[src/rtl/sha3_block_sequencer.sv]
// Feeds pre-padded message chunks into a SHA3 core through its scan buffer and
// sequences core reset/enable per 1088-bit rate block, then presents the digest.
module sha3_block_sequencer #(
  parameter int CHUNK_W          = 136,
  parameter int CHUNKS_PER_BLOCK = 8,
  parameter int PERM_CYCLES      = 6
) (
  input  logic               clk,
  input  logic               reset,
  input  logic               in_valid,
  output logic               in_ready,
  input  logic [CHUNK_W-1:0] in_data,
  input  logic               in_last,
  output logic               scan_shift,
  output logic [CHUNK_W-1:0] scan_data,
  output logic               core_reset,
  output logic               core_enable,
  output logic               digest_valid,
  input  logic               digest_ready,
  output logic [15:0]        blk_count,
  output logic               err
);

  localparam int CNT_W = (CHUNKS_PER_BLOCK > 1) ? $clog2(CHUNKS_PER_BLOCK) : 1;

  typedef enum logic [2:0] {
    IDLE = 3'd0,
    CLR  = 3'd1,
    LOAD = 3'd2,
    PERM = 3'd3,
    DONE = 3'd4
  } state_t;

  state_t           state, state_nxt;
  logic [CNT_W-1:0] chunk_cnt;
  logic [2:0]       perm_cnt;
  logic             last_q;
  logic             accept;
  logic             chunk_end;
  logic             perm_end;

  // Outputs are gated by reset directly so the core sees a quiet interface
  // during the reset cycle itself, not only from the following edge.
  assign in_ready     = (state == LOAD) && !reset;
  assign core_enable  = (state == PERM) && !reset;
  assign digest_valid = (state == DONE) && !reset;
  assign core_reset   = reset || (state == CLR);
  assign accept       = in_valid && in_ready;
  assign scan_shift   = accept;
  assign scan_data    = in_data;
  assign chunk_end    = (chunk_cnt == CNT_W'(CHUNKS_PER_BLOCK - 1));
  assign perm_end     = (perm_cnt == 3'(PERM_CYCLES - 1));

  always_comb begin
    state_nxt = state;
    case (state)
      IDLE: if (in_valid) state_nxt = CLR;
      CLR:  state_nxt = LOAD;
      LOAD: if (accept && chunk_end) state_nxt = PERM;
      PERM: if (perm_end) state_nxt = last_q ? DONE : LOAD;
      DONE: if (digest_ready) state_nxt = IDLE;
      default: state_nxt = IDLE;
    endcase
  end

  always_ff @(posedge clk) begin
    if (reset) begin
      state     <= IDLE;
      chunk_cnt <= '0;
      perm_cnt  <= '0;
      last_q    <= 1'b0;
      blk_count <= '0;
      err       <= 1'b0;
    end else begin
      state <= state_nxt;
      case (state)
        CLR: begin
          blk_count <= '0;
          chunk_cnt <= '0;
          perm_cnt  <= '0;
          last_q    <= 1'b0;
        end
        LOAD: begin
          if (accept) begin
            if (chunk_end) begin
              last_q    <= in_last;
              chunk_cnt <= '0;
              perm_cnt  <= '0;
            end else begin
              chunk_cnt <= chunk_cnt + CNT_W'(1);
              // an early in_last is flagged but otherwise ignored
              if (in_last) err <= 1'b1;
            end
          end
        end
        PERM: begin
          if (perm_end) begin
            perm_cnt <= '0;
            if (blk_count != 16'hFFFF) blk_count <= blk_count + 16'd1;
          end else begin
            perm_cnt <= perm_cnt + 3'd1;
          end
        end
        default: ;
      endcase
    end
  end

endmodule

[config.mk]
export PLATFORM = sky130hd
export DESIGN_NAME = sha3_block_sequencer
export DESIGN_NICKNAME = d
export VERILOG_FILES = /design/src/rtl/sha3_block_sequencer.sv
export SDC_FILE = /design/constraint.sdc
export NUM_CORES = 1
export LEC_CHECK = 0
export CORE_AREA = 3 3 116 118
export DETAILED_ROUTE_END_ITERATION = 10
export DIE_AREA = 0 0 119 121
export PLACE_DENSITY = 0.67
export SKIP_LAST_GASP = 1
export SLEW_MARGIN = 0
export SYNTH_ARGS = -nofsm -noshare
export SYNTH_HDL_FRONTEND = slang
export SYNTH_SLANG_ARGS = --single-unit
export TNS_END_PERCENT = 100
[constraint.sdc]
create_clock -name clk -period 2 [get_ports clk]
set_input_delay 0.3 -clock clk [delete_from_list [all_inputs] [get_ports clk]]
set_output_delay 0.3 -clock clk [all_outputs]
set_load 0.005 [all_outputs]
==> results.toml <==
[worst_setup_path]
path_cells = "clkdlybuf4s50_1, nand4bb_1, clkinv_1, clkdlybuf4s50_1"
cp_num_buf_inv = 3
worstPathRequired_ns = 1.70
cp-end-kind = "output port"
cpMaxStageDelayCell = "clkdlybuf4s50_1"
crit_family = "buffers and inverters"
cp.arrival_ns = 1.66
cp-start-kind = "input port"
slowest_delay_ns = 0.52
crit_path_max_fanout = 2
path_class = "in2out"
crit_top_cell = "clkdlybuf4s50_1"

[routing]
routed_wl_um = 5320
dr.pass1.iters = 4
drt_iter0_drc = 112
drc_errors = 0
viasPerCell = 4.40
detail-route-antenna-nets = 0
wl_per_cell_um = 13.3
vias = 1759

[pwr]
vdd_drop_max_v = 0.000246
powerDensity_mw_per_mm2 = 537
power.leakage_nw = 0.739

[clock_tree]
h-tree-depth = 1
cts_tree = "built"
cts_root_buf = "clkbuf_16"
ctsHoldBuffers = 0
clkTransAtPathRegs_ns = 0.07
cts_max_path_buffers = 2
clk_latency_ns = 0.27
cts_made_buffers = 3
clock_sinks = 27

[sta]
hold_slack_ns = 0.474
finalCritPeriodShare_pct = 98.2
slew_violations = 0
worstMarginPinSlew_ns = 0.585
fin_setup_tns_ns = 0
setup_viol = 0
finalHoldViolations = 0
finalCriticalPeriod_ns = 1.96
clock_skew_ns = 0.00374
slew_headroom_pct = 60.0
fmaxAchievable_mhz = 509
rsz0062_at_grt = "yes"

[synthesis]
synth_top_area_share_pct = 39.5
ys_warn_count = 0
syn_avg_cell_area_sq_um = 8.04
synth_cell_types = 48
synthTopCellsByArea = "buf_4, dfxtp_1, o211ai_1"
yosysTopAreaCell = "buf_4"
synth_area_sq_mm = 0.00259
synth_nets = 466
ys_seq_area_share_pct = 20.9
yosys_register_bits = 27
syn_inst = 322

[placed_design]
place_congestion = 0.822
io_buffers = 26
hpwl_um = 4030

[die]
pin_count = 299
core-area_sq_mm = 0.0126
start_util_pct = 20.6
row_count = 41
dieWidth_um = 119
die-area_sq_mm = 0.0144
die_h_um = 121

[global_route]
grt_max_degree = 18
grtUsageMet2_pct = 8.44
use_met1_pct = 9.54
grt_use_met3_pct = 3.17
overflow = 0
busiest_layer = "met1"
grt_first_pass_wirelength_um = 8360
grt_pass1_vias = 1609
grt.total_usage_pct = 7.05
antenna_found_initial = 0

[final_layout]
final_util_pct = 17.9
area_growth_syn_to_layout_pct = -13.2
layout-drive-gt1-share_pct = 16.7
antenna_cells = 0
fin_nets = 373
final_cell_mix = "dfxtp_1, clkdlybuf4s50_1, buf_4, nand3_1, nor2_1"

[flow_run]
max_cap_violations = 0

[worst_hold_path]
hold_path_class = "reg2reg"

[status]
status = "complete, no violations"
==> per-stage QoR <==
stage | worst slack [ns] | cells | area (sq um) | total power [W]
floorplan | 0.223 | 322 | 2590 | 0.000879
global placement | -0.0232 | 396 | 2140 | 0.000739
detailed placement | -0.00233 | 396 | 2140 | 0.000743
CTS | -0.00264 | 400 | 2230 | 0.00121
global route | -0.0572 | 400 | 2250 | 0.00126
finish | 0.0352 | 400 | 2250 | 0.00121
==> cell usage after synthesis (all sizes together) <==
master	instances
a2111oi	1
a211o	1
a21boi	1
a21oi	9
a31oi	12
a32oi	1
a41oi	1
and2	1
and3	1
and3b	2
and4	1
and4b	1
buf	138
clkbuf	5
clkinv	1
dfxtp	27
ha	3
inv	9
nand2	6
nand2b	4
nand3	18
nand3b	4
nand4	8
nand4b	2
nand4bb	2
nor2	15
nor2b	4
nor3	6
nor3b	2
nor4	7
nor4b	1
o211a	1
o211ai	12
o21ai	7
o221ai	2
or3	4
or4	2
==> metal layers <==
layer | up-vias | part of all wire, %
li1 | 811 | -
met5 | - | 0
met2 | 95 | 40
met1 | 813 | 44
met3 | 40 | 12
met4 | 0 | 4.5
==> flip-flops by register name, indices dropped and copies added, names as in the netlist <==
register / cells
blk_count: 16
perm_cnt: 3
state: 3
err: 1
last_q: 1
chunk_cnt: 3
==> power by group <==
group / switching [W] / internal, W
combinational: 0.0000921 / 0.0000805
clock: 0.000198 / 0.000270
sequential: 0.0000167 / 0.000547
==> path summary, 6_finish.rpt <==
kind / startpoint / to / slack (ns) / cells after the start
setup / recovery: reset / core_enable / 0.04 / 4
hold / removal: chunk_cnt[2] / chunk_cnt[2] / 0.47 / 2
setup reg to reg: blk_count[0] / blk_count[5] / 0.12 / 5
hold reg to reg: chunk_cnt[2] / chunk_cnt[2] / 0.47 / 2
==> final cells by class <==
cell class | instances | area [sq um]
Clock buffer | 3 | 75.1
Clock inverter | 1 | 5.00
Fill cell | 1410 | 10300
Inverter | 10 | 37.5
Multi-Input combinational cell | 142 | 962
Sequential cell | 27 | 546
Tap cell | 172 | 215
Timing Repair Buffer | 45 | 405
==> what timing repair did <==
| item | CTS | global route |
|---|---|---|
| endpoints found under the setup margin | 3 | 5 |
| setup buffers | 0 | 0 |
| hold endpoints to repair | 0 | 0 |
| resized for setup | 3 | 5 |
==> worst reg2reg max path: stages (launching register included) <==
cell and delay, ns:
dfxtp_1 0.42, ha_1 0.26, nand3_2 0.16, nor4_4 0.50, o21ai_2 0.24, o211ai_1 0.23
==> cells by family (layout without fill, tap and decap cells) <==
kind of cell | count (synthesis) | after routing | share of synthesized area [%]
buffers and inverters | 153 | 59 | 42.5
AND/OR/NAND/NOR | 91 | 91 | 22.0
AO/OA/AOI/OAI | 48 | 48 | 13.2
flip-flops | 27 | 27 | 20.9
adder cells (fa/ha/maj) | 3 | 3 | 1.45
No activity file was read; power rests on OpenSTA's default activity.
